**config.mk**
```make
export PLATFORM = sky130hd
export DESIGN_NAME = time_set_ctrl
export DESIGN_NICKNAME = d
export VERILOG_FILES = /design/src/rtl/time_set_ctrl.sv
export SDC_FILE = /design/constraint.sdc
export NUM_CORES = 1
export LEC_CHECK = 0
export CAP_MARGIN = 20
export CORE_MARGIN = 10
export CORE_UTILIZATION = 58
export CTS_CLUSTER_SIZE = 28
export DETAILED_ROUTE_END_ITERATION = 8
export DONT_BUFFER_PORTS = 1
export PLACE_DENSITY = 0.87
export RECOVER_POWER = 100
export SYNTH_ARGS = -nofsm -noshare
export SYNTH_HDL_FRONTEND = slang
export SYNTH_SLANG_ARGS = --single-unit
```
**constraint.sdc**
```tcl
create_clock -name clk -period 4.5 [get_ports clk]
set_clock_uncertainty 0.05 [all_clocks]
set_input_delay 0.675 -clock clk [delete_from_list [all_inputs] [get_ports clk]]
set_output_delay 0.675 -clock clk [all_outputs]
set_load 0.02 [all_outputs]
```
**src/rtl/time_set_ctrl.sv**
```systemverilog
// rtl/time_set_ctrl.sv - button-driven hh:mm time-setting controller
//
// Purpose: debounces mode/up/down buttons and sequences RUN -> SET_HOUR ->
// SET_MIN -> RUN. While setting, it freezes the timer, edits shadow BCD digits
// and blinks the digit pair being edited. On exit it loads the timer for one cycle.
//
// Ports:
//   clk                     system clock
//   reset_n                 asynchronous active-low reset (deasserted internally on clk)
//   btn_mode/btn_up/btn_down raw active-high asynchronous buttons
//   cur_{min,hour}_{ones,tens} current timer digits, BCD
//   run_en                  1 = timer counts, 0 = frozen
//   load                    one-cycle pulse: timer loads set_* digits
//   set_{min,hour}_{ones,tens} shadow digits, BCD
//   digit_blank             [0]=min_ones [1]=min_tens [2]=hour_ones [3]=hour_tens
//   mode                    0=RUN 1=SET_HOUR 2=SET_MIN
//
// Optional feature: define AUTO_REPEAT_EN for held-button auto-repeat edits.
module time_set_ctrl #(
  parameter int DEBOUNCE_CYCLES = 1_000_000,
  parameter int BLINK_CYCLES    = 25_000_000,
  parameter int REPEAT_DELAY    = 50_000_000,
  parameter int REPEAT_PERIOD   = 10_000_000
) (
  input  logic       clk,
  input  logic       reset_n,
  input  logic       btn_mode,
  input  logic       btn_up,
  input  logic       btn_down,
  input  logic [3:0] cur_min_ones,
  input  logic [3:0] cur_min_tens,
  input  logic [3:0] cur_hour_ones,
  input  logic [3:0] cur_hour_tens,
  output logic       run_en,
  output logic       load,
  output logic [3:0] set_min_ones,
  output logic [3:0] set_min_tens,
  output logic [3:0] set_hour_ones,
  output logic [3:0] set_hour_tens,
  output logic [3:0] digit_blank,
  output logic [1:0] mode
);

  // One width for every timer so all terminal-count compares share a type.
  localparam int MAX_A   = (DEBOUNCE_CYCLES > BLINK_CYCLES) ? DEBOUNCE_CYCLES : BLINK_CYCLES;
  localparam int MAX_B   = (REPEAT_DELAY > REPEAT_PERIOD) ? REPEAT_DELAY : REPEAT_PERIOD;
  localparam int MAX_CYC = (MAX_A > MAX_B) ? MAX_A : MAX_B;
  localparam int CNT_W   = $clog2(MAX_CYC + 1);

  typedef enum logic [1:0] {S_RUN = 2'd0, S_SET_HOUR = 2'd1, S_SET_MIN = 2'd2} state_t;

  // Reset: asserts asynchronously, releases after two clk edges.
  logic [1:0] r_rst_sync;
  logic       w_rst_n;
  always_ff @(posedge clk or negedge reset_n) begin
    if (!reset_n) r_rst_sync <= 2'b00;
    else          r_rst_sync <= {r_rst_sync[0], 1'b1};
  end
  assign w_rst_n = r_rst_sync[1];

  // Button conditioning, index 0=mode 1=up 2=down.
  logic [2:0]       w_raw;
  logic [2:0]       r_sync1, r_sync2, r_level, r_pulse;
  logic [CNT_W-1:0] r_db_cnt [3];
  assign w_raw = {btn_down, btn_up, btn_mode};

  always_ff @(posedge clk or negedge w_rst_n) begin
    if (!w_rst_n) begin
      r_sync1 <= '0;
      r_sync2 <= '0;
      r_level <= '0;
      r_pulse <= '0;
      for (int i = 0; i < 3; i++) r_db_cnt[i] <= '0;
    end else begin
      r_sync1 <= w_raw;
      r_sync2 <= r_sync1;
      for (int i = 0; i < 3; i++) begin
        r_pulse[i] <= 1'b0;
        if (r_sync2[i] == r_level[i]) begin
          r_db_cnt[i] <= '0;                      // any bounce restarts the count
        end else if (r_db_cnt[i] == CNT_W'(DEBOUNCE_CYCLES - 1)) begin
          r_level[i]  <= r_sync2[i];
          r_db_cnt[i] <= '0;
          r_pulse[i]  <= r_sync2[i];              // press only; release is silent
        end else begin
          r_db_cnt[i] <= r_db_cnt[i] + CNT_W'(1);
        end
      end
    end
  end

  state_t     r_state, w_state_next;
  logic [3:0] r_mo, r_mt, r_ho, r_ht;
  logic [3:0] w_mo, w_mt, w_ho, w_ht;
  logic       r_load, r_run_en, w_load_next, w_run_en_next;
  logic       w_mode_ev, w_inc, w_dec, w_rep_up, w_rep_dn, w_blink_clr;

`ifdef AUTO_REPEAT_EN
  // One repeat timer serves whichever of up/down is held alone; holding both
  // would produce dropped edits anyway.
  logic [CNT_W-1:0] r_rep_cnt;
  logic             r_rep_armed;
  logic             w_held, w_rep_fire;
  assign w_held     = (r_state != S_RUN) && (r_level[1] ^ r_level[2]);
  assign w_rep_fire = w_held && !w_mode_ev &&
                      (r_rep_cnt == (r_rep_armed ? CNT_W'(REPEAT_PERIOD - 1)
                                                 : CNT_W'(REPEAT_DELAY - 1)));
  always_ff @(posedge clk or negedge w_rst_n) begin
    if (!w_rst_n) begin
      r_rep_cnt   <= '0;
      r_rep_armed <= 1'b0;
    end else if (!w_held || w_mode_ev) begin
      r_rep_cnt   <= '0;
      r_rep_armed <= 1'b0;
    end else if (w_rep_fire) begin
      r_rep_cnt   <= '0;
      r_rep_armed <= 1'b1;
    end else begin
      r_rep_cnt   <= r_rep_cnt + CNT_W'(1);
    end
  end
  assign w_rep_up = w_rep_fire & r_level[1];
  assign w_rep_dn = w_rep_fire & r_level[2];
`else
  assign w_rep_up = 1'b0;
  assign w_rep_dn = 1'b0;
`endif

  // Mode beats edits; up and down together cancel.
  assign w_mode_ev = r_pulse[0];
  assign w_inc     = (r_pulse[1] | w_rep_up) & ~(r_pulse[2] | w_rep_dn) & ~w_mode_ev;
  assign w_dec     = (r_pulse[2] | w_rep_dn) & ~(r_pulse[1] | w_rep_up) & ~w_mode_ev;

  always_comb begin
    w_state_next = r_state;
    w_mo = r_mo;
    w_mt = r_mt;
    w_ho = r_ho;
    w_ht = r_ht;
    w_load_next = 1'b0;
    case (r_state)
      S_RUN: begin
        if (w_mode_ev) begin
          w_state_next = S_SET_HOUR;
          w_mo = cur_min_ones;
          w_mt = cur_min_tens;
          w_ho = cur_hour_ones;
          w_ht = cur_hour_tens;
        end
      end
      S_SET_HOUR: begin
        if (w_mode_ev) begin
          w_state_next = S_SET_MIN;
        end else if (w_inc) begin
          if (r_ht == 4'd2 && r_ho == 4'd3) begin w_ht = 4'd0; w_ho = 4'd0; end
          else if (r_ho == 4'd9)            begin w_ho = 4'd0; w_ht = r_ht + 4'd1; end
          else                                    w_ho = r_ho + 4'd1;
        end else if (w_dec) begin
          if (r_ht == 4'd0 && r_ho == 4'd0) begin w_ht = 4'd2; w_ho = 4'd3; end
          else if (r_ho == 4'd0)            begin w_ho = 4'd9; w_ht = r_ht - 4'd1; end
          else                                    w_ho = r_ho - 4'd1;
        end
      end
      S_SET_MIN: begin
        if (w_mode_ev) begin
          w_state_next = S_RUN;
          w_load_next  = 1'b1;
        end else if (w_inc) begin
          if (r_mo == 4'd9) begin
            w_mo = 4'd0;
            w_mt = (r_mt == 4'd5) ? 4'd0 : r_mt + 4'd1;
          end else begin
            w_mo = r_mo + 4'd1;
          end
        end else if (w_dec) begin
          if (r_mo == 4'd0) begin
            w_mo = 4'd9;
            w_mt = (r_mt == 4'd0) ? 4'd5 : r_mt - 4'd1;
          end else begin
            w_mo = r_mo - 4'd1;
          end
        end
      end
      default: w_state_next = S_RUN;
    endcase
    // The timer restarts only after the load cycle has been consumed.
    w_run_en_next = (w_state_next == S_RUN) && !w_load_next;
    w_blink_clr   = w_mode_ev | ((r_state != S_RUN) & (w_inc | w_dec));
  end

  always_ff @(posedge clk or negedge w_rst_n) begin
    if (!w_rst_n) begin
      r_state  <= S_RUN;
      r_mo     <= '0;
      r_mt     <= '0;
      r_ho     <= '0;
      r_ht     <= '0;
      r_load   <= 1'b0;
      r_run_en <= 1'b1;
    end else begin
      r_state  <= w_state_next;
      r_mo     <= w_mo;
      r_mt     <= w_mt;
      r_ho     <= w_ho;
      r_ht     <= w_ht;
      r_load   <= w_load_next;
      r_run_en <= w_run_en_next;
    end
  end

  // Blink phase; clearing on any accepted change shows the new value at once.
  logic [CNT_W-1:0] r_blink_cnt;
  logic             r_phase;
  always_ff @(posedge clk or negedge w_rst_n) begin
    if (!w_rst_n) begin
      r_blink_cnt <= '0;
      r_phase     <= 1'b0;
    end else if (w_blink_clr) begin
      r_blink_cnt <= '0;
      r_phase     <= 1'b0;
    end else if (r_blink_cnt == CNT_W'(BLINK_CYCLES - 1)) begin
      r_blink_cnt <= '0;
      r_phase     <= ~r_phase;
    end else begin
      r_blink_cnt <= r_blink_cnt + CNT_W'(1);
    end
  end

  always_comb begin
    digit_blank = 4'b0000;
    if (r_phase) begin
      if (r_state == S_SET_HOUR)     digit_blank = 4'b1100;
      else if (r_state == S_SET_MIN) digit_blank = 4'b0011;
    end
  end

  assign mode          = r_state;
  assign run_en        = r_run_en;
  assign load          = r_load;
  assign set_min_ones  = r_mo;
  assign set_min_tens  = r_mt;
  assign set_hour_ones = r_ho;
  assign set_hour_tens = r_ht;

endmodule
```
==> results of run 1 <==
==> kinds of logic after synthesis <==
logic type               after synthesis
AND/OR/NAND/NOR                      387
flip-flops                           139
XOR/XNOR                             104
AO/OA/AOI/OAI                         81
buffers and inverters                 53
adder cells (fa/ha/maj)               14
multiplexers                           8
other                                  1
==> sequential cells by signal, summed over array words and instances, names as in the netlist <==
signal         cells
load               1
mode               2
r_blink_cnt       26
r_db_cnt          78
r_level            3
r_phase            1
r_pulse            3
r_rst_sync         2
r_sync1            3
r_sync2            3
run_en             1
set_hour_ones      4
set_hour_tens      4
set_min_ones       4
set_min_tens       4
==> Yosys cell counts (6+ instances only) <==
cell type    n  area (um2)
a21oi_1     12       60.06
and2_1       8       50.05
and3_1      14       87.58
and4_1       6       52.55
buf_2       11       55.05
clkbuf_1    17       63.81
dfrtp_1    138        3453
ha_1        14       175.2
inv_1       17       63.81
mux2_2       6       67.56
nand2_1     43       161.4
nand3_1     55       275.3
nand4_1     37       231.5
nor2_1     139       521.8
nor3_1      18       90.09
nor4_1      12       75.07
nor4b_1      6       52.55
o21ai_0     25       125.1
o22ai_1      6       37.54
or3_1        6       37.54
xnor2_1     37       324.1
xor2_1      67       586.8
==> per-stage QoR <==
stage	utilization [%]	hold slack, ns
floorplan	-	0.2812
finish	64.21	0.2241
detailed placement	59.55	0.2855
global route	64.21	0.2036
CTS	64.44	0.2053
global placement	59.55	0.2850
==> how the worst min path moves through the flow <==
stage	slack [ns]	from	to
floorplan	0.28	r_rst_sync[0]	r_rst_sync[1]
global placement	0.28	r_sync1[1]	r_sync2[1]
detailed placement	0.29	r_sync1[2]	r_sync2[2]
CTS	0.21	btn_up	r_sync1[1]
global route	0.20	btn_up	r_sync1[1]
finish	0.22	btn_mode	r_sync1[0]
==> routing by layer <==
| metal | vias up | part of all wire, % |
|---|---|---|
| li1 | 2727 | - |
| met1 | 2744 | 44 |
| met2 | 187 | 47 |
| met3 | 28 | 7.8 |
| met4 | 0 | 1.6 |
| met5 | - | 0 |
==> power by group through the flow <==
stage / Sequential, mW / Combinational [mW] / Clock (mW)
6_report: 1.29 / 0.0443 / 1.44
4_1_cts: 1.29 / 0.0465 / 1.46
5_1_grt: 1.29 / 0.0520 / 1.52
3_5_place_dp: 1.31 / 0.0449 / 0
2_1_floorplan: 1.31 / 0.0305 / 0
3_3_place_gp: 1.31 / 0.0443 / 0
==> layout make-up <==
cell class	count	area share, %
Multi-Input combinational cell	595	45.83
Sequential cell	139	42.94
Clock buffer	22	5.729
Tap cell	172	2.656
Clock inverter	10	1.760
Inverter	17	0.7875
Timing Repair Buffer	4	0.2934
==> timing repair <==
item | CTS | global route
resized for setup | 0 | 0
endpoints found under the hold margin | 2 | 0
hold buffers | 1 | 0
==> results.cfg, run 1 <==
[synth]
yosysWarnings = 0
synth_top_family_by_area = simple AND/OR/NAND/NOR gates
synth_edf_count = 0
yosysSeqAreaShare_pct = 46.70
yosys.area_share.simple_pct = 26.87
async_reset_ff_share_pct = 100.0
synth-seq-cells = 139
synthXorXnorAreaFrac_pct = 12.23
synth_flop_cell = dfrtp_1
syn-num-nets = 822
synthDistinctLibCells = 77
synthMuxAreaShare_pct = 1.175
synth_compound_area_share_pct = 7.422
synth_cells = 787
avgSynthCellArea_um2 = 9.467
synthAdderAreaFrac_pct = 2.351
syn_area_mm2 = 0.007451

[die]
die_w_um = 133.3
die_h_um = 133.3
rows = 41
core-area_mm2 = 0.01262
initial_core_util_pct = 59.04
ios = 45
die_area_mm2 = 0.01778

[outcome]
violations = max-capacitance violations, max-slew violations
status = complete, but fails checks

[global_route]
grt_max_degree = 73
antenna_found_initial = 0
grt_overflow = 0
met1_usage_pct = 22.53
grt_usage_pct = 18.07
use_met2_pct = 28.47
grt_first_pass_wirelength_um = 26840
globalRouteMet3Util_pct = 6.203
first_global_vias = 5573
top_usage_layer = met2

[clock_tree]
clk_path_buf_depth = 2
htree_levels = 4
postCtsSetupBuffers = 0
cts_tree = done
clk_root_buffer_cell = clkbuf_16
insertion_delay_ns = 0.42
cts_inserted_buffers = 17
clk_pin_slew_ns = 0.06
cts.sinks = 139

[timing]
worst_pin_slew_ns = 2.773
min_period_over_period_pct = 71.81
timing.fmax_mhz = 309.4
hold_violations = 0
max_slew_margin_pct = -84.88
rsz0062_at_grt = no
slew_violations = 73
fin_tns_setup_ns = 0
fin_crit_ns = 3.232
setup_viol = 0
setup_ws_ns = 1.268

[power_and_ir_drop]
netSwitchingFraction_pct = 21.59
p_per_area_mw_per_mm2 = 342.6
finalPower_mw = 2.776
p_sw_uw = 599.3
peakVddDrop_mv = 0.2649
combinationalPowerShare_pct = 1.6
seqPwrFrac_pct = 46.4
power.leakage_nw = 3.411
clock_power_share_pct = 52.0
p_int_mw = 2.176

[setup_path]
timing.rr.end = set_min_tens[0]
cpMaxStageDelayCell = dfrtp_1
slowest_delay_ns = 2.23
cp-start-kind = flip-flop
endpoint = set_min_tens[0]
reg2reg_depth = 1
worstPathCellList = clkbuf_2
worstPathMaxFanout = 72
startpoint = r_rst_sync[1]
cp.required_ns = 4.89
end_kind = asynchronous set/reset pin
critPathBufInv = 1
arrival_ns = 3.63
path_depth = 1
rr_startpoint = r_rst_sync[1]
critPathKind = reg -> async
crit_family = flip-flops
rrSetupSlack_ns = 1.27

[finish]
final_common_cell = nor2_1
fin_cells = 959
antenna_cells = 0
final_cell_mix = nor2_1, dfrtp_1, xor2_1
final_layout_size_suffix_gt1_share_pct = 6.607
nFillCells = 984
area_growth_pct = 8.749
register_area_mm2 = 0.003480
fin_nets = 809
multi_input_area_mm2 = 0.003714
postLayoutCellArea_mm2 = 0.008103

[min_path]
hold_path_depth = 0
hold_class = in -> reg

[drt]
routed_via_density = 5.929
drc = 0
drtAntennaViolNets = 0
vias = 5686
detail_route.iter0.violations = 521
wl_per_cell_um = 16.31
routed_wl_um = 15640
dr.pass1.iters = 5

[placed_design]
placed_cell_area_mm2 = 0.007515
dp_slack_ns = 2.008
placed_cells = 925
gp_congestion = 0.9020
dp_hpwl_um = 10150
io_buffer_count = 0

[flow_run]
drv_cap = 1
Power figures use the tool's default switching activity.
==> run 2, diff against run 1 <==
--- a/config.mk
+++ b/config.mk
@@ -7,11 +7,11 @@
 export LEC_CHECK = 0
 export CAP_MARGIN = 20
 export CORE_MARGIN = 10
-export CORE_UTILIZATION = 58
+export CORE_UTILIZATION = 64
 export CTS_CLUSTER_SIZE = 28
 export DETAILED_ROUTE_END_ITERATION = 8
 export DONT_BUFFER_PORTS = 1
-export PLACE_DENSITY = 0.87
+export PLACE_DENSITY = 0.91
 export RECOVER_POWER = 100
 export SYNTH_ARGS = -nofsm -noshare
 export SYNTH_HDL_FRONTEND = slang
==> constraint.sdc (replaced) <==
create_clock -name clk -period 3.2 [get_ports clk]
set_clock_uncertainty 0.05 [all_clocks]
set_input_delay 0.48 -clock clk [delete_from_list [all_inputs] [get_ports clk]]
set_output_delay 0.48 -clock clk [all_outputs]
set_load 0.02 [all_outputs]
==> run 2 against run 1 <==
Against the previous run: the flow still finishes with violations (max-capacitance violations, max-slew violations); die area down 8.0%; non-clock buffer count rose by 3; combinational power rose by 56%; largest cell class unchanged; via count rose by 3.7%; cell count shrank 2.6%; largest power group unchanged; hold slack worse by 0.19 ns; register-to-register slack lost 0.70 ns; power is 35% higher.
==> results.cfg, run 2 (synthesized netlist as in run 1, its figures left out) <==
[outcome]
status = complete, but fails checks
violations = max-capacitance violations, max-slew violations

[timing]
rsz0062_at_grt = no
min_period_over_period_pct = 86.42
worst_pin_slew_ns = 2.344
slew_violations = 58
max_slew_margin_pct = -56.27
timing.fmax_mhz = 361.6
setup_viol = 0
hold_violations = 0
fin_crit_ns = 2.765
fin_tns_setup_ns = 0

[min_path]
hold_class = in -> reg
hold_path_startpoint = btn_mode

[power_and_ir_drop]
p_per_area_mw_per_mm2 = 464.9
power.leakage_nw = 3.416
peakVddDrop_mv = 0.3854

[clock_tree]
cts.hold.buffers_added = 1
clk_root_buffer_cell = clkbuf_16
clk_path_buf_depth = 2
clk_pin_slew_ns = 0.06
postCtsSetupBuffers = 0
htree_levels = 4
cts.sinks = 139
cts_inserted_buffers = 17
cts.repair.resized = 0
cts_tree = done
insertion_delay_ns = 0.42

[setup_path]
arrival_ns = 2.24
slowest_delay_ns = 0.62
worstPathMaxFanout = 11
critPathKind = reg -> out
cp-start-kind = flip-flop
cpMaxStageDelayCell = dfrtp_1
end_kind = output pin
worstPathCellList = nor2b_1, clkbuf_1, and2_0
crit_family = simple AND/OR/NAND/NOR gates
startpoint = mode[0]
critPathBufInv = 1
cp.required_ns = 2.67
rr_startpoint = mode[1]

[die]
core-area_mm2 = 0.01142
rows = 39
initial_core_util_pct = 65.25
die_h_um = 127.9
ios = 45
die_area_mm2 = 0.01636
die_w_um = 127.9

[drt]
routed_wl_um = 16750
dr.pass1.iters = 5
wl_per_cell_um = 17.93
drc = 0
drtAntennaViolNets = 0
routed_via_density = 6.310
detail_route.iter0.violations = 607
vias = 5894

[finish]
final_util_pct = 70.79
fin_nets = 812
top_register = r_db_cnt
largest_reg_flops = 78
area_growth_pct = 8.480
final_common_cell = nor2_1
reg_top3 = r_db_cnt: 78 flops, r_blink_cnt: 26 flops
final_cell_mix = nor2_1, dfrtp_1, xor2_1
final_layout_size_suffix_gt1_share_pct = 7.342

[global_route]
first_global_vias = 5630
grt_usage_pct = 20.68
grt_first_pass_wirelength_um = 27590
grt_max_degree = 59
grt_overflow = 0
antenna_found_initial = 1

[flow_run]
drv_cap = 1

[placed_design]
gp_congestion = 0.8945
dp_hpwl_um = 11360
io_buffer_count = 0
==> run 2: through the flow <==
stage                     setup slack, ns  power (mW)  instance area, um2  instances  hold WS (ns)
after floorplan                    0.8414       1.887                7452        787        0.1344
after global placement             0.8791       1.904                7513        899        0.1345
after detailed placement           0.7979       1.909                7513        899        0.1345
after CTS                          0.7789       3.784                8099        932       0.02139
after global routing               0.3181       3.878                8080        933       0.01792
final                              0.4347       3.757                8083        934       0.03381
==> run 2: cell type report <==
| type | instances | area, um2 |
|---|---|---|
| Sequential cell | 139 | 3480 |
| Tap cell | 143 | 178.9 |
| Clock buffer | 22 | 484.2 |
| Multi-Input combinational cell | 595 | 3725 |
| Fill cell | 771 | 3336 |
| Timing Repair Buffer | 7 | 57.56 |
| Antenna cell | 1 | 2.502 |
| Inverter | 17 | 63.81 |
| Clock inverter | 10 | 91.34 |
==> run 2: worst paths after layout <==
| path | to | cells past startpoint | slack [ns] |
|---|---|---|---|
| max in group asynchronous | r_db_cnt[56] | 1 | 0.82 |
| hold / removal | r_sync1[0] | 0 | 0.03 |
| min in group asynchronous | r_rst_sync[1] | 1 | 0.23 |
| setup reg to reg | set_min_tens[3] | 5 | 0.57 |
| hold reg to reg | r_sync2[2] | 0 | 0.30 |
| setup / recovery | digit_blank[2] | 3 | 0.43 |
==> run 2: power by group <==
part | leakage (nW) | internal, mW | switching (mW) | total (mW)
clock | 0.270 | 1.15 | 0.734 | 1.88
combinational | 1.29 | 0.0215 | 0.0477 | 0.0692
sequential | 1.86 | 1.77 | 0.0342 | 1.81
total | 3.42 | 2.94 | 0.816 | 3.76
==> run 2: metal layers <==
| layer | global-route usage [%] | routed length [um] |
|---|---|---|
| met1 | 25.80 | 7126 |
| met2 | 32.56 | 8119 |
| met3 | 5.873 | 1077 |
| met4 | 9.735 | 422 |
| met5 | 0 | 0 |
==> run 3, diff against run 2 <==
--- a/config.mk
+++ b/config.mk
@@ -13,6 +13,7 @@
 export DONT_BUFFER_PORTS = 1
 export PLACE_DENSITY = 0.91
 export RECOVER_POWER = 100
+export SKIP_CTS_REPAIR_TIMING = 1
 export SYNTH_ARGS = -nofsm -noshare
 export SYNTH_HDL_FRONTEND = slang
 export SYNTH_SLANG_ARGS = --single-unit
==> run 3 against run 2 <==
Against the previous run: global-route usage is the same; register-to-register slack gained 0.04 ns; largest cell class unchanged; hold slack is essentially flat; wire length shrank 0.29%; critical endpoint unchanged; maximum frequency grew 0.67%; non-clock buffer count is the same; sequential share of layout area is the same; the flow still finishes with violations (max-capacitance violations, max-slew violations).
==> results.cfg, run 3 (synthesized netlist as in run 1, its figures left out) <==
[outcome]
status = complete, but fails checks
violations = max-capacitance violations, max-slew violations

[timing]
slew_violations = 58
setup_ws_ns = 0.4530
fin_crit_ns = 2.747
rsz0062_at_grt = no
worst_pin_slew_ns = 2.377
whs_ns = 0.03374
timing.fmax_mhz = 364.0
setup_viol = 0
min_period_over_period_pct = 85.84
fin_tns_setup_ns = 0
hold_violations = 0
max_slew_margin_pct = -58.46

[flow_run]
drv_cap = 1

[setup_path]
arrival_ns = 2.22
cp-start-kind = flip-flop
cp.required_ns = 2.67
critPathKind = reg -> out
reg2reg_depth = 5
worstPathMaxFanout = 11
rr_startpoint = r_blink_cnt[2]
rrSetupSlack_ns = 0.61
end_kind = output pin
timing.rr.end = r_blink_cnt[8]

[min_path]
hold_class = in -> reg
hold_path_startpoint = btn_up
hold_path_depth = 0
holdPathEnd = r_sync1[1]

[power_and_ir_drop]
peakVddDrop_mv = 0.3862
seqPwrFrac_pct = 48.1
p_sw_uw = 818.7
finalPower_mw = 3.760
power.leakage_nw = 3.416
clock_power_share_pct = 50.1
combinationalPowerShare_pct = 1.8
p_per_area_mw_per_mm2 = 465.2
p_int_mw = 2.941
netSwitchingFraction_pct = 21.77

[drt]
detail_route.iter0.violations = 663
drtAntennaViolNets = 0
vias = 5880
wl_per_cell_um = 17.88
routed_via_density = 6.296
dr.pass1.iters = 5
drc = 0
routed_wl_um = 16700

[finish]
fin_nets = 812
final_layout_size_suffix_gt1_share_pct = 7.342
nFillCells = 771
final_common_cell = nor2_1
final_cell_mix = nor2_1, dfrtp_1, xor2_1
reg_top3 = r_db_cnt: 78 flops, r_blink_cnt: 26 flops
final_util_pct = 70.79
top_register = r_db_cnt
largest_reg_flops = 78
area_growth_pct = 8.480
multi_input_area_mm2 = 0.003725
register_area_mm2 = 0.003480

[clock_tree]
cts_inserted_buffers = 17
insertion_delay_ns = 0.42
clk_root_buffer_cell = clkbuf_16
cts.sinks = 139
htree_levels = 4
clk_path_buf_depth = 2
clk_pin_slew_ns = 0.06
cts_tree = done

[die]
core-area_mm2 = 0.01142
rows = 39
die_w_um = 127.9
initial_core_util_pct = 65.25
ios = 45
die_h_um = 127.9
die_area_mm2 = 0.01636

[global_route]
grt_overflow = 0
grt_first_pass_wirelength_um = 27590
grt_usage_pct = 20.68
antenna_found_initial = 1
grt_max_degree = 59
first_global_vias = 5627

[placed_design]
dp_slack_ns = 0.7979
gp_congestion = 0.8945
io_buffer_count = 0
dp_hpwl_um = 11360
[run 3: final cells by class]
class                      instances  area share (%)
inverter                          17          0.7895
tap                              143           2.214
sequential                       139           43.05
clock buffer                      22           5.991
clock inverter                    10           1.130
antenna                            1         0.03096
timing repair buffer               7          0.7121
multi-input combinational        595           46.08
[run 3: power groups by stage]
stage	clock network (mW)	registers, mW	logic, mW
floorplan	0	1.84	0.0429
global placement	0	1.84	0.0655
detailed placement	0	1.84	0.0690
CTS	1.90	1.81	0.0695
global route	1.99	1.81	0.0802
finish	1.88	1.81	0.0691
[run 3: critical path: stages (launching register included)]
cell      delay (ns)
dfrtp_1         0.62
nor2b_1         0.19
clkbuf_1        0.41
and2_0          0.58
[run 3: metrics by stage]
stage / area, um2 / instances
after floorplan: 7452 / 787
after global placement: 7513 / 899
after detailed placement: 7513 / 899
after CTS: 8089 / 931
after global routing: 8080 / 933
final: 8083 / 934
[run 3: layer usage]
layer | routed length (um) | vias up | global-route usage, %
li1 | - | 2736 | -
met1 | 7033 | 2917 | 25.75
met2 | 8063 | 197 | 32.56
met3 | 1167 | 30 | 5.955
met4 | 431 | 0 | 9.735
met5 | 0 | - | 0
[run 3: worst max-delay path by stage]
stage	from	slack, ns	cells after the start	to
3_3_place_gp	set_hour_ones[0]	0.88	7	set_hour_tens[2]
6_report	mode[0]	0.45	3	digit_blank[2]
3_5_place_dp	r_blink_cnt[2]	0.80	5	r_blink_cnt[5]
2_1_floorplan	r_rst_sync[1]	0.84	0	load
5_1_grt	mode[0]	0.32	3	digit_blank[2]
4_1_cts	r_blink_cnt[2]	0.78	5	r_blink_cnt[8]
==> patch 1, RTL diff (flow settings as in run 2) <==
The option `AUTO_REPEAT_EN` is turned on by a define.
--- a/src/rtl/time_set_ctrl.sv
+++ b/src/rtl/time_set_ctrl.sv
@@ -16,6 +16,8 @@
 //   mode                    0=RUN 1=SET_HOUR 2=SET_MIN
 //
 // Optional feature: define AUTO_REPEAT_EN for held-button auto-repeat edits.
+`define AUTO_REPEAT_EN
+
 module time_set_ctrl #(
   parameter int DEBOUNCE_CYCLES = 1_000_000,
   parameter int BLINK_CYCLES    = 25_000_000,
Formal check against the unedited RTL: same outputs for any inputs over 4 cycles, from zero or initial values and one cycle with reset_n low; that may be too few to reach the edited logic, so the function may still have changed.
==> patch 1 against run 2 <==
The flow still finishes with violations (max-capacitance violations, max-slew violations); design area grew 16%; largest power group unchanged; critical path depth grew 5; wire length grew 11%; die area grew 13%; power grew 23%; setup slack lost 0.29 ns; combinational power grew 59%; cell count grew 18%; via count grew 15%; synthesized area grew 15%; sequential cell count grew 27; fmax shrank 9.5%; register-to-register slack lost 0.42 ns; critical path type is now reg -> reg; critical endpoint is now set_min_ones[0]; worst hold slack lost 0.018 ns.
==> patch 1: results (changes against run 2) <==
status: finished, violations left (unchanged)
failing checks: max-capacitance violations, max-slew violations (unchanged)
Pleak: 3.97 nW (was 3.42 nW)
worst-margin pin slew: 2.16 ns (was 2.34 ns)
Synth area leaders: dfrtp_1 48%, nor2_1 7.5%, xor2_1 6.1% (was dfrtp_1 46%, xor2_1 7.9%, nor2_1 7.0%)
Top Registers: r_db_cnt: 78 flops, r_blink_cnt: 26 flops, r_rep_cnt: 26 flops (was r_db_cnt: 78 flops, r_blink_cnt: 26 flops)
Slew Viols, Final: 164 (was 58)
vias in the first global route: 6688 (was 5630)
Peak supply drop: 0.000377 V (was 0.000385 V)
Netlist cell types: 72 (was 77)
Synth top cells by count: 172 x nor2_1, 165 x dfrtp_1, 75 x nand2_1 (was 139 x nor2_1, 138 x dfrtp_1, 67 x xor2_1)
GRT Resource Usage Total: 0.209 (was 0.207)
placed cell areas: 8740 sq um (was 7510 sq um)
Fillers: 905 (was 771)
Vias/cell: 6.16 (was 6.31)
reg-to-reg endpoint: set_min_ones[0] (was set_min_tens[3])
CP Class: reg -> reg (was reg -> out)
maxcap violations: 1 (unchanged)
CP max FO: 7 (was 11)
sequential share of the synthesized area: 0.485 (was 0.467)
critical path arrival: 3.33 ns (was 2.24 ns)
Routed WL: 18.6 mm (was 16.7 mm)
CP startpoint: r_rep_cnt[18] (was mode[0])
Starting DRT DRC Count: 663 (was 607)
cell count of the worst reg-to-reg path: 8 (was 5)
beginning of the worst hold path: btn_up (was btn_mode)
sw frac: 0.208 (was 0.217)
synthesized net count: 945 (was 822)
antenna cells: 0 (was 1)
H-Tree Depth: 4 (unchanged)
share of layout cells above drive strength 1: 0.0668 (was 0.0734)
FF-to-FF setup slack: 0.15 ns (was 0.57 ns)
GPL Wtd Cong: 0.865 (was 0.895)
first-pass GRT wire length: 31.5 mm (was 27.6 mm)
largest net degree at the start of global routing: 164 (was 59)
HPWL after detailed placement: 11.9 mm (was 11.4 mm)
patch 1: power groups by stage:
stage               Combinational [mW]  Sequential (mW)  Clock, mW
finish                           0.110             2.15       2.36
global route                     0.127             2.15       2.47
CTS                              0.113             2.15       2.38
detailed placement               0.110             2.19          0
global placement                 0.107             2.19          0
floorplan                       0.0584             2.21          0
patch 1: worst min-delay path by stage:
stage / cells past startpoint / to / slack, ns
2_1_floorplan: 0 / r_rst_sync[0] / 0.13
5_1_grt: 0 / r_sync1[1] / 0.004
6_report: 0 / r_sync1[1] / 0.02
4_1_cts: 0 / r_sync1[0] / 0.002
3_5_place_dp: 0 / r_sync1[0] / 0.04
3_3_place_gp: 0 / r_sync1[0] / 0.04
patch 1: stage by stage:
stage,setup slack (ns),instances
floorplan,0.405,913
global placement,0.411,1070
detailed placement,0.312,1070
CTS,0.284,1102
global route,0.0222,1104
finish,0.146,1104
patch 1: worst max-delay path, stage by stage (launching register included):
cell and delay [ns]:
dfrtp_1 0.44, or4b_1 0.55, nor3_2 0.23, nand4_1 0.25, or3_1 0.53, and3_4 0.24, nor2_2 0.28, nor3_1 0.09
a211o_1 0.29
patch 1: cell type report:
type | instances | share of cell area
multi-input combinational | 702 | 0.447
sequential | 166 | 0.443
clock buffer | 21 | 0.0490
tap | 176 | 0.0234
clock inverter | 10 | 0.0230
timing repair buffer | 12 | 0.00826
inverter | 17 | 0.00679
patch 1: metal layers:
metal	track usage	wire length, um	up-vias
met1	0.256	7750	3321
met2	0.335	9060	266
met3	0.0608	1370	50
met5	0	0	-
met4	0.0933	454	0
li1	-	-	3160
patch 1: cells by family after synthesis:
family,after synthesis,share of synthesized area
DFF,166,0.485
adders and majority gates,11,0.0161
and+or+nand+nor,456,0.261
muxes,6,0.00760
buffers and inverters,45,0.0221
AOI/OAI and AO/OA,112,0.0894
other,1,0.000438
xor gates and xnor gates,116,0.119
patch 1: what timing repair did:
action	in CTS	in global routing
hold buffers	1	2
hold endpoints to repair	2	2
setup buffers	0	0
==> patch 2, RTL diff (config.mk and constraints of run 2) <==
Made on the original files. Take the reset off `r_mt` and load it in a clocked block of its own.
--- a/src/rtl/time_set_ctrl.sv
+++ b/src/rtl/time_set_ctrl.sv
@@ -192,7 +192,6 @@
     if (!w_rst_n) begin
       r_state  <= S_RUN;
       r_mo     <= '0;
-      r_mt     <= '0;
       r_ho     <= '0;
       r_ht     <= '0;
       r_load   <= 1'b0;
@@ -200,12 +199,15 @@
     end else begin
       r_state  <= w_state_next;
       r_mo     <= w_mo;
-      r_mt     <= w_mt;
       r_ho     <= w_ho;
       r_ht     <= w_ht;
       r_load   <= w_load_next;
       r_run_en <= w_run_en_next;
     end
+  end
+
+  always_ff @(posedge clk) begin
+    r_mt <= w_mt;
   end
 
   // Blink phase; clearing on any accepted change shows the new value at once.
Formal check against the unedited RTL: no difference found for any inputs over 10 cycles, from zero or initial values and one cycle with reset_n low; that may be too few to reach the edited logic, so the function may still have changed.
==> patch 2 against run 2 <==
The flow still finishes with violations (max-capacitance violations, max-slew violations); design area is 0.36% higher; setup slack improved by 0.047 ns; synthesized area up 0.40%; wire length down 3.0%; count of clock-buffer cells in the layout decreased by 1; sequential cell count unchanged; power increased by 1.0%; critical path type unchanged; largest cell class unchanged; highest routed layer unchanged.
==> patch 2: results (changes against run 2) <==
status: finished, violations left (unchanged)
failing checks: max-capacitance violations, max-slew violations (unchanged)
Max stage delay on crit path: 0.64 ns (was 0.62 ns)
Synth top cells by count: 134 x dfrtp_1, 128 x nor2_1, 59 x xor2_1 (was 139 x nor2_1, 138 x dfrtp_1, 67 x xor2_1)
synthesized net count: 819 (was 822)
Slew Viols, Final: 59 (was 58)
CP max FO: 13 (was 11)
# DRC: 0 (unchanged)
cell count of the worst reg-to-reg path: 7 (was 5)
first-pass GRT wire length: 27.7 mm (was 27.6 mm)
Fillers: 782 (was 771)
GRT Resource Usage Total: 0.204 (was 0.207)
initial antenna violation count: 0 (was 1)
drt wl/cell: 17.4 um (was 17.9 um)
maxcap violations: 1 (unchanged)
Post-synth EDFFs: 4 (was 0)
critical path arrival: 2.19 ns (was 2.24 ns)
Port Buffers: 0 (unchanged)
Starting DRT DRC Count: 550 (was 607)
fraction of registers with async set/reset: 0.971 (was 1.00)
sequential share of the synthesized area: 0.468 (was 0.467)
detailed-route via count: 5834 (was 5894)
share of the synthesized area in the top cell type: 0.448 (was 0.463)
reg-to-reg endpoint: r_blink_cnt[21] (was set_min_tens[3])
reg2reg start: r_blink_cnt[0] (was mode[1])
share of layout cells above drive strength 1: 0.0707 (was 0.0734)
CP startpoint: mode[1] (was mode[0])
HPWL after detailed placement: 11.1 mm (was 11.4 mm)
antenna cells: 0 (was 1)
Pleak: 3.43 nW (was 3.42 nW)
crit end category: output pin (unchanged)
Slew headroom: -0.485 (was -0.563)
GPL Wtd Cong: 0.900 (was 0.895)
vias in the first global route: 5862 (was 5630)
[patch 2: changes by cell type in the layout (fill, tap and decap cells not counted), sizes merged, moves of 6 or more]
cell,run 2,this run
a21oi,12,19
nor2,140,131
nor4,13,21
xnor2,37,43
xor2,67,59
and3,16,23
[patch 2: metal layers]
metal	wire, um	global-route usage
met1	6870	0.246
met2	8080	0.341
met3	1020	0.0658
met4	284	0.0662
met5	0	0
[patch 2: layout make-up]
class	instances	area, sq um	area share
timing repair buffer	9	58.8	0.00725
clock inverter	11	121	0.0150
clock buffer	21	450	0.0555
tap	143	179	0.0221
inverter	17	63.8	0.00787
multi-input combinational	595	3740	0.461
sequential	139	3500	0.431
[patch 2: report_power, final]
group          internal [mW]  total, mW  switching [mW]
Clock                   1.16       1.91           0.744
Sequential              1.78       1.82          0.0342
Combinational         0.0213     0.0729          0.0516
[patch 2: kinds of logic (layout without fill, tap and decap cells)]
group,count (synthesis),count (layout),share of synthesized area
xor gates and xnor gates,102,102,0.119
muxes,6,6,0.00870
other,1,1,0.000501
buffers and inverters,50,58,0.0299
DFF,139,139,0.468
and+or+nand+nor,390,390,0.280
adders and majority gates,14,14,0.0234
AOI/OAI and AO/OA,82,82,0.0697
[patch 2: stage by stage]
stage	setup slack, ns	hold WS (ns)	instance area, sq um	instances	util
floorplan	0.906	0.134	7480	784	-
global placement	0.786	0.134	7560	902	0.662
detailed placement	0.790	0.134	7560	902	0.662
CTS	0.577	0.0185	8150	935	0.713
global route	0.262	0.0139	8110	935	0.710
finish	0.482	0.0343	8110	935	0.710
